<file path="config.mk">
export PLATFORM = sky130hd
export DESIGN_NAME = mercan_gucuk_p1
export DESIGN_NICKNAME = d
export VERILOG_FILES = /design/src/rtl/mercan_gucuk_p1.sv
export SDC_FILE = /design/constraint.sdc
export NUM_CORES = 1
export LEC_CHECK = 0
export ABC_AREA = 1
export CAP_MARGIN = 5
export CORE_ASPECT_RATIO = 0.6
export CORE_UTILIZATION = 44
export CTS_BUF_LIST = sky130_fd_sc_hd__clkbuf_4
export DETAILED_ROUTE_END_ITERATION = 10
export GPL_ROUTABILITY_DRIVEN = 1
export MAX_ROUTING_LAYER = met4
export PLACE_DENSITY_LB_ADDON = 0.12
export RECOVER_POWER = 25
export SYNTH_ARGS = -nofsm -noshare
export SYNTH_HDL_FRONTEND = slang
export SYNTH_SLANG_ARGS = --single-unit
</file>
<file path="constraint.sdc">
create_clock -name clk -period 2.84 [get_ports clk]
set_clock_uncertainty 0.2 [all_clocks]
set_input_delay 0.284 -clock clk [delete_from_list [all_inputs] [get_ports clk]]
set_output_delay 0.284 -clock clk [all_outputs]
set_load 0.1 [all_outputs]
</file>
<file path="src/rtl/mercan_gucuk_p1.sv">
// Fetch-stage program counter: holds the PC, steps it every cycle, and loads a redirect target.
// Build option: define PC_ALIGN_CHECK_EN to word-align redirect targets and flag misaligned ones.
module mercan_gucuk_p1 #(
  parameter logic [31:0] RESET_PC = 32'h0000_0000,
  parameter logic [31:0] PC_STEP  = 32'd4
) (
  input  logic        clk,
  input  logic        reset,
  input  logic        pc_update_fetch,
  input  logic [31:0] pc_new_fetch,
  output logic [31:0] pc_fetch,
  output logic [31:0] pc_plus4_fetch,
  output logic [29:0] pc_word_fetch,
  output logic        pc_misaligned_fetch
);

  logic [31:0] pc_d;
  logic [31:0] pc_q;
  logic [31:0] pc_next_seq;
  logic [31:0] pc_redirect;

  // Sequential step wraps modulo 2^32 with no overflow indication.
  assign pc_next_seq = pc_q + PC_STEP;

`ifdef PC_ALIGN_CHECK_EN
  logic misaligned_d;
  logic misaligned_q;

  assign pc_redirect = {pc_new_fetch[31:2], 2'b00};

  always_comb begin
    misaligned_d = 1'b0;
    if (pc_update_fetch) begin
      misaligned_d = (pc_new_fetch[1:0] != 2'b00);
    end
  end

  always_ff @(posedge clk) begin
    if (!reset) begin
      misaligned_q <= 1'b0;
    end else begin
      misaligned_q <= misaligned_d;
    end
  end

  assign pc_misaligned_fetch = misaligned_q;
`else
  assign pc_redirect         = pc_new_fetch;
  assign pc_misaligned_fetch = 1'b0;
`endif

  always_comb begin
    pc_d = pc_next_seq;
    if (pc_update_fetch) begin
      pc_d = pc_redirect;
    end
  end

  always_ff @(posedge clk) begin
    if (!reset) begin
      pc_q <= RESET_PC;
    end else begin
      pc_q <= pc_d;
    end
  end

  assign pc_fetch       = pc_q;
  assign pc_plus4_fetch = pc_next_seq;
  assign pc_word_fetch  = pc_q[31:2];

endmodule

</file>
==> flow_results.org <==
** Timing
- The final count of pins violating max slew came to 0.
- Setup violations remaining at the end of the flow were counted as 0.
- In this run the tightest slew margin relative to its limit is 20.0%.
- RSZ-0062 raised after global routing :: no
- Actual transition at the worst max-transition pin :: 1200 ps
- Based on the critical path, the design can be clocked at up to 0.397 GHz.
- In the finished design, the share of the clock period the worst path needs comes to 88.7%.
- Setup TNS after final layout :: 0 ps
- Final Hold Vio Count :: 0
- The routed design could run at a clock period as short as 2520 ps.

** Floorplan
- Placeable core region :: 0.00513 mm2
- The initial utilization of the core area, before any placement, comes to 46.6%.
- Core Rows :: 20
- Pin placement for this block handled 130 I/O pins.
- Vertical extent of the die :: 59.1 um
- Die X-Extent :: 97.1 um
- Area enclosed by the die boundary :: 0.00574 mm2

** Logic synthesis
- Nets in the synthesized netlist :: 448
- Dividing the synthesized area by the synthesized cell count gives 5.80 um2.
- For this run, asynchronously set or reset flops after synthesis account for 0%.
- The cell area that synthesis handed to floorplanning was 0.00239 mm2.
- By area the synthesized netlist is led by sky130_fd_sc_hd__dfxtp_1 27%, sky130_fd_sc_hd__nand2_1 17%, sky130_fd_sc_hd__nor2_1 14%.
- Among all cell types in the netlist, the one instantiated most often is sky130_fd_sc_hd__nand2_1.
- Yosys warns :: 0
- Post-synthesis cell count :: 412
- Register area share after synthesis :: 26.8%
- After synthesis the netlist holds a flip-flop and latch count of 32.
- Summed over all instances, the cell type with the most area after synthesis is sky130_fd_sc_hd__dfxtp_1.
- Yosys top cell area share :: 26.8%
- By count the netlist is led by 108 x sky130_fd_sc_hd__nand2_1, 91 x sky130_fd_sc_hd__nor2_1, 58 x sky130_fd_sc_hd__inv_1.
- Unique cell type count in the Yosys netlist :: 23
- The synthesized design contains 0 enable-type register cells.
- Among all flip-flop cells after synthesis, the most frequent one is sky130_fd_sc_hd__dfxtp_1.

** Worst setup path
- At the worst endpoint, the arrival time is 2040 ps.
- Worst Path Required :: 2360 ps
- The worst setup path is of the reg2out kind.
- Type of destination of the critical path :: output pin
- Along the worst path, the maximum fanout reaches 5.
- STA classifies the critical path startpoint as a flop.

** Global routing
- Entering global routing, the biggest net connects 29 pins.
- Across every metal layer, demand over resource in global routing totals 26.1%.
- Number of global-route vias before repair :: 2351
- Number of antenna violations at the first check in global routing :: 0
- Sum of overflow across all layers after global routing :: 0
- First-pass GRT wire length :: 11400 um

** Layout
- Sequential standard cell area :: 656 um2
- Max reg flops :: 32
- After the last flow step, the layout net total stands at 546.
- Count of filler cells inserted in the layout :: 459
- In the final layout, the share of cells above drive strength 1 is 23.9%.
- Summing all multi-input logic gate instances after layout gives 0.00138 mm2.
- Final core area utilization :: 70.9%
- Antenna Cells :: 0
- The area growth from synthesis to layout is 52.2%.
- Summing all non-filler instances in the final layout gives an area of 0.00363 mm2.

** Clock network
- In this run, CTS created clock tree buffers numbering 5.
- The root buffer cell chosen for the clock tree is sky130_fd_sc_hd__clkbuf_4.
- Worst-path clk slew :: 110 ps
- Clk buf depth :: 2
- Hold repair after CTS inserted 0 buffers.
- Clock tree synthesis found a total of 32 sinks.
- Number of post-CTS setup repair buffers :: 0
- TritonCTS built the clock tree.
- Cells resized by post-CTS repair :: 0
- H-tree depth reported by CTS :: 2
- Clock latency on the worst-skew pair, taken at its later pin, is 330 ps.

** Placed design
- During placement, the flow inserted port buffers numbering 128.
- Total half-perimeter wirelength after legalization and detailed placement :: 5890 um
- Total placed instance area :: 0.00369 mm2
- Routability-driven placement congestion ratio :: 0.848

** Route
- For this block, the routed nets add up to 7280 um of wire.
- For this run, design rule violations remaining after detail routing come to 0.
- Wire length per cell after detailed routing :: 12.6 um
- The routed layout has 2759 vias.
- The first routing iteration left 116 violations.
- Post-route antenna net violation count :: 0
- Dividing the detail-routed via count by the number of cells gives 4.78.
- Pre-Repair DR Iteration Count :: 4

** Job
- Number of max-cap violations :: 0

** Power
- For this design the ratio of total power to cell area is 525 mW/mm2.
- Summed over all cells, the static leakage comes to 1.76 nW.
- Largest vdd supply drop :: 384 uV

** Run status
- The flow ran to the end, and the final reports show no timing, DRC or antenna violations.

** Min path
- Classification of the worst-slack hold path :: reg2reg
[critical path: stages (launching register included)]
cell and delay, ps:
sky130_fd_sc_hd__dfxtp_4 390, sky130_fd_sc_hd__ha_1 210, sky130_fd_sc_hd__nand2_1 110, sky130_fd_sc_hd__nor2_4 150, sky130_fd_sc_hd__nand2_2 140, sky130_fd_sc_hd__nor2_1 220, sky130_fd_sc_hd__nand3_1 120, sky130_fd_sc_hd__nand2_1 170
sky130_fd_sc_hd__buf_12 190
[area by class of cell]
cell class                 instances  share of cell area [%]
timing repair buffer             132                    33.9
sequential                        32                    18.0
clock buffer                       7                    1.45
inverter                          59                    6.20
clock inverter                     1                   0.103
tap                               66                    2.27
multi-input combinational        280                    38.1
[metrics by stage]
stage / total power [W] / hold slack, ps / instances / setup slack (ps)
detailed placement: 0.00167 / 280 / 569 / 669
floorplan: 0.00142 / 212 / 412 / 28.1
global route: 0.00198 / 308 / 577 / 183
CTS: 0.00194 / 299 / 577 / 302
global placement: 0.00166 / 263 / 569 / 706
finish: 0.00191 / 294 / 577 / 320
[placed cells by master (no fill, tap or decap), drive strengths merged]
master         count
a21oi              2
and2               1
buf               69
clkbuf            36
clkdlybuf4s50     33
clkinv             2
clkinvlp           1
conb               1
dfxtp             32
dlygate4sd3        1
ha                 1
inv               57
nand2            113
nand3             26
nand3b             2
nor2             101
o21ai             24
or2                1
xnor2              5
xor2               3
[kinds of logic (layout without fill, tap and decap cells)]
group                      count (synthesis)  after routing  share of synthesized area (%)
other                                      1              1                          0.157
xor gates and xnor gates                   8              8                           2.93
buffers and inverters                    100            199                           21.1
adders and majority gates                  1              1                          0.524
AOI/OAI and AO/OA                         26             26                           5.45
DFF                                       32             32                           26.8
and+or+nand+nor                          244            244                           43.1
[routing by layer]
| layer | track usage (%) | wire (um) | share of wire [%] |
|---|---|---|---|
| met1 | 37.2 | 3660 | 50 |
| met2 | 38.9 | 3040 | 42 |
| met3 | 5.19 | 562 | 7.7 |
| met4 | 3.84 | 27 | 0.37 |
| met5 | - | 0 | 0 |
[final timing paths]
kind	from	end	slack [ps]	depth (start not counted)
worst min-delay path	pc_fetch[2]	pc_fetch[2]	290	1
worst max-delay path	pc_fetch[2]	pc_plus4_fetch[24]	320	8
worst max register to register	pc_fetch[2]	pc_fetch[18]	980	8
worst min register to register	pc_fetch[2]	pc_fetch[2]	290	1
[report_power, final]
part / internal, W / total [W] / switching, W / leakage [nW]
logic: 0.000241 / 0.00109 / 0.000851 / 1.46
clock network: 0.000114 / 0.000276 / 0.000162 / 0.0338
registers: 0.000483 / 0.000541 / 0.0000579 / 0.269
Power figures use the tool's default switching activity.
